===== config.mk =====
export PLATFORM = sky130hd
export DESIGN_NAME = hazard_ctrl
export DESIGN_NICKNAME = d
export VERILOG_FILES = /design/src/rtl/hazard_ctrl.sv
export SDC_FILE = /design/constraint.sdc
export NUM_CORES = 1
export LEC_CHECK = 0
export ABC_AREA = 1
export CAP_MARGIN = 20
export CORE_MARGIN = 2
export CORE_UTILIZATION = 40
export CTS_CLUSTER_SIZE = 24
export DETAILED_ROUTE_END_ITERATION = 8
export HOLD_SLACK_MARGIN = 0.03
export PLACE_DENSITY = 0.74
export SLEW_MARGIN = 40
export SYNTH_ARGS = -nofsm -noshare
export SYNTH_HDL_FRONTEND = slang
export SYNTH_SLANG_ARGS = --single-unit

===== constraint.sdc =====
create_clock -name clk -period 4.7 [get_ports clk]
set_clock_uncertainty 0.05 [all_clocks]
set_input_delay 0.47 -clock clk [delete_from_list [all_inputs] [get_ports clk]]
set_output_delay 0.47 -clock clk [all_outputs]
set_load 0.02 [all_outputs]

===== src/rtl/hazard_ctrl.sv =====
// Hazard and stall controller for the 5-stage RV32 pipeline: load-use bubbles,
// taken-branch flushes, memory-busy freezes and saturating event counters.
module hazard_ctrl #(
  parameter int CNT_W = 32
) (
  input  logic             clk,
  input  logic             rst,
  input  logic [4:0]       ID_rs1_addr,
  input  logic [4:0]       ID_rs2_addr,
  input  logic             ID_rs1_used,
  input  logic             ID_rs2_used,
  input  logic             EXE_memRead,
  input  logic [4:0]       EXE_rd_addr,
  input  logic             EXE_branch_taken,
  input  logic             IM_stall,
  input  logic             DM_stall,
  input  logic             cnt_clear,
  output logic             PC_write,
  output logic             IF_ID_write,
  output logic             IF_ID_flush,
  output logic             ID_EXE_flush,
  output logic             pipe_hold,
  output logic [CNT_W-1:0] freeze_cnt,
  output logic [CNT_W-1:0] loaduse_cnt,
  output logic [CNT_W-1:0] flush_cnt
);

  typedef enum logic {RUN, FREEZE} state_t;

  localparam logic [CNT_W-1:0] ONE = CNT_W'(1);

  state_t state, state_nxt;
  logic   freeze, load_use, do_flush, flush_pend;
  logic   sel_flush, sel_lu;

  assign freeze   = IM_stall | DM_stall;
  assign load_use = EXE_memRead && (EXE_rd_addr != 5'd0) &&
                    ((ID_rs1_used && (ID_rs1_addr == EXE_rd_addr)) ||
                     (ID_rs2_used && (ID_rs2_addr == EXE_rd_addr)));
  assign do_flush  = ~freeze & (EXE_branch_taken | flush_pend);
  assign sel_flush = do_flush;
  assign sel_lu    = ~freeze & ~do_flush & load_use;

  always_ff @(posedge clk or posedge rst) begin
    if (rst) state <= RUN;
    else     state <= state_nxt;
  end

  always_comb begin
    state_nxt = state;
    case (state)
      RUN:     if (freeze)  state_nxt = FREEZE;
      FREEZE:  if (!freeze) state_nxt = RUN;
      default: state_nxt = RUN;
    endcase
  end

  // A branch resolved while frozen must still squash IF/ID once the pipe moves.
  always_ff @(posedge clk or posedge rst) begin
    if (rst)                   flush_pend <= 1'b0;
    else if (!freeze)          flush_pend <= 1'b0;
    else if (EXE_branch_taken) flush_pend <= 1'b1;
  end

  always_comb begin
    PC_write     = 1'b1;
    IF_ID_write  = 1'b1;
    IF_ID_flush  = 1'b0;
    ID_EXE_flush = 1'b0;
    pipe_hold    = 1'b0;
    if (rst || freeze) begin
      PC_write     = 1'b0;
      IF_ID_write  = 1'b0;
      pipe_hold    = 1'b1;
    end else if (do_flush) begin
      IF_ID_flush  = 1'b1;
      ID_EXE_flush = 1'b1;
    end else if (load_use) begin
      PC_write     = 1'b0;
      IF_ID_write  = 1'b0;
      ID_EXE_flush = 1'b1;
    end
  end

  always_ff @(posedge clk or posedge rst) begin
    if (rst) begin
      freeze_cnt  <= '0;
      loaduse_cnt <= '0;
      flush_cnt   <= '0;
    end else if (cnt_clear) begin
      freeze_cnt  <= '0;
      loaduse_cnt <= '0;
      flush_cnt   <= '0;
    end else begin
      if (freeze && (freeze_cnt != '1))  freeze_cnt  <= freeze_cnt + ONE;
      if (sel_lu && (loaduse_cnt != '1)) loaduse_cnt <= loaduse_cnt + ONE;
      if (sel_flush && (flush_cnt != '1)) flush_cnt  <= flush_cnt + ONE;
    end
  end

endmodule


==> results.cfg <==
[route]
dr.pass1.iters = 5
wl_per_cell_um = 13.82
routed_wirelength_um = 20130
drtAntennaViolNets = 0
detail_route.vias_per_cell = 5.032
drc = 0
vias = 7332
drt_iter0_drc = 515

[critical_path]
cp_data_required_time_ps = 4180
cp_data_arrival_time_ps = 2480
reg2reg_from = flush_cnt[0]$_DFFE_PP0P_
crit_type = input port to primary output
cp_num_buf_inv = 3
crit_path_max_fanout = 3
start_kind = input port
cp-end-kind = primary output
max_stage_delay_ps = 640
slowest_stage = clkdlybuf4s50_1
cp_top_family = buffers and inverters
crit_chain = clkdlybuf4s50_1 > inv_1 > nand2_1 > nand2_1 > nor2_1 > nand3_1 > nand2_1 > nand2_1 > a21oi_1 > clkdlybuf4s50_1
ff2ff_setup_slack_ps = 2140
crit_start = EXE_rd_addr[3]
crit_top_cell = nand2_1

[final_layout]
num-fill-cells = 1719
fin_nets = 1254
syn_to_final_growth_pct = 24.93
multi_input_area_mm2 = 0.003956
drive_gt1_frac = 0.03734
seqCellArea_mm2 = 0.002427
diodes = 0

[sta]
period_share = 0.6381
slew_headroom = 0.5010
setup_viol = 0
clock.fmax_ghz = 0.3335
slew_violations = 0
layout_min_cycle_time_ps = 2999
hold_viol_final = 0
rsz0062_at_grt = no
worst_pin_slew_ps = 748.4
setup_tns_ps = 0

[synth]
synth_compound_area_frac = 0.01567
netlist_area_mm2 = 0.006945
synth_top_family_by_area = simple AND/OR/NAND/NOR gates
netlist_instances = 1118
ys_ff_latch = 97
synth_ff_type = dfrtp_1
synthMuxAreaShare = 0
yosysWarnings = 0
synth.most_common_cell = nand2_1
synth.area.top_cells = dfrtp_1 35%, nand2_1 24%, nor2_1 9.3%
synth-edff-count = 0
synthXorXnorAreaFrac = 0.05675
yosysTopAreaCellShare = 0.3495
ys_top_cells_by_count = 453 x nand2_1, 173 x nor2_1, 126 x nand3_1
synth-seq-area-share = 0.3495
syn-num-nets = 1145
yosys.area_share.simple = 0.4905
synthArstFlopShare = 1.000
synthAdderAreaFrac = 0.005404
synth.avg_cell_area_um2 = 6.212
synth_top_cell_by_area = dfrtp_1
ys_types = 28

[die]
core_mm2 = 0.01712
initial_core_util = 0.4058
die_area_mm2 = 0.01843
die_h_um = 135.8
chipWidth_um = 135.8
ios = 125
rows = 48

[flow_run]
maxCapViolCount = 0

[global_routing]
antenna_found_initial = 0
overflow = 0
grt_pass1_vias = 6892
grt_max_degree = 87
gr-usage-all-layers = 0.2264
grt_pass1_wl_um = 33430

[clock_tree]
clk_path_buf_depth = 2
cts_setup_buffers = 0
ctsHoldBuffers = 0
cts-resized-gates = 0
insertion_delay_ps = 360
cts.clk_slew.worst_paths_ps = 70
clkSinkCount = 97
cts_root_buf = clkbuf_16
htreeDepth = 3
cts_buffers = 9
cts_tree = yes

[power]
ir_drop_uv = 171.1
powerDensity_mw_per_mm2 = 203.0
p_leak_nw = 4.079
finalPower_mw = 1.762

[place]
numPortBuffers = 124
dp_hpwl_um = 14740
place.gp.congestion = 0.9423

[min_path]
min_path_type = input port to asynchronous set/reset pin

[run_status]
outcome = completed
metrics by stage:
stage               worst slack, ps  hold slack (ps)    util  std cells  area (µm²)
floorplan                     144.6            455.6       -       1118        6945
global placement               1688            472.6  0.4877       1441        8348
detailed placement             1639            481.8  0.4885       1441        8361
CTS                            1729            388.3  0.5067       1457        8673
global route                   1517            408.7  0.5069       1457        8677
finish                         1701            378.5  0.5069       1457        8677
cell type report:
cell class	instances	share of cell area
multi-input cells	882	0.4559
flip-flops and latches	97	0.2797
repair buffers	130	0.1491
inverters	107	0.04672
well taps	225	0.03244
clock buffers	10	0.02754
clock inverters	6	0.008508
registers in the layout, indices dropped and copies added, names as in the netlist:
name / cells
freeze_cnt: 32
flush_cnt: 32
loaduse_cnt: 32
flush_pend: 1
final timing paths:
kind	end	cells after the start
worst max-delay path	ID_EXE_flush	10
worst min-delay path	loaduse_cnt[31]$_DFFE_PP0P_	2
worst max register to register	flush_cnt[6]$_DFFE_PP0P_	11
worst min register to register	freeze_cnt[1]$_DFFE_PP0P_	2
max in group asynchronous	flush_cnt[8]$_DFFE_PP0P_	3
min in group clk	freeze_cnt[1]$_DFFE_PP0P_	2
where the power goes:
| part | leakage [nW] | switching (mW) | internal, mW |
|---|---|---|---|
| combinational | 2.58 | 0.0861 | 0.0405 |
| clock | 0.147 | 0.357 | 0.435 |
| sequential | 1.35 | 0.00542 | 0.838 |
| total | 4.08 | 0.449 | 1.31 |
logic make-up (layout without fill, tap and decap cells):
group | count (synthesis) | after routing
flip-flops | 97 | 97
XOR/XNOR | 45 | 45
adder cells (fa/ha/maj) | 3 | 3
AND/OR/NAND/NOR | 817 | 817
buffers and inverters | 139 | 253
AO/OA/AOI/OAI | 17 | 17
metal layers:
metal | up-vias | global-route usage | wire (µm)
met3 | 34 | 0.03891 | 1077
met5 | - | 0 | 0
met1 | 3378 | 0.2782 | 8627
li1 | 3715 | - | -
met4 | 0 | 0.06771 | 425
met2 | 205 | 0.4049 | 10000
cells in the final DEF, fill, tap and decap left out, types with 4 or more instances in the layout:
master / n
nand3_1: 126
o21ai_0: 5
buf_4: 4
nand2_1: 453
nand2_2: 4
nand4_1: 35
xor2_1: 21
inv_2: 5
clkbuf_16: 9
dfrtp_1: 97
nor3_1: 11
nor2_1: 173
nor2_2: 6
xnor2_1: 24
inv_1: 100
a21o_1: 8
clkdlybuf4s50_1: 124
worst register-to-register path, stage by stage (launching register included):
cell and delay, ps:
dfrtp_1 490, ha_1 240, nand3_1 190, inv_2 150, nand2_2 110, nor2_4 150, nand2_1 80, nand2_1 70
nand2_1 260, inv_2 510, nand2_1 120, nand2_1 90
Power figures use the tool's default switching activity.
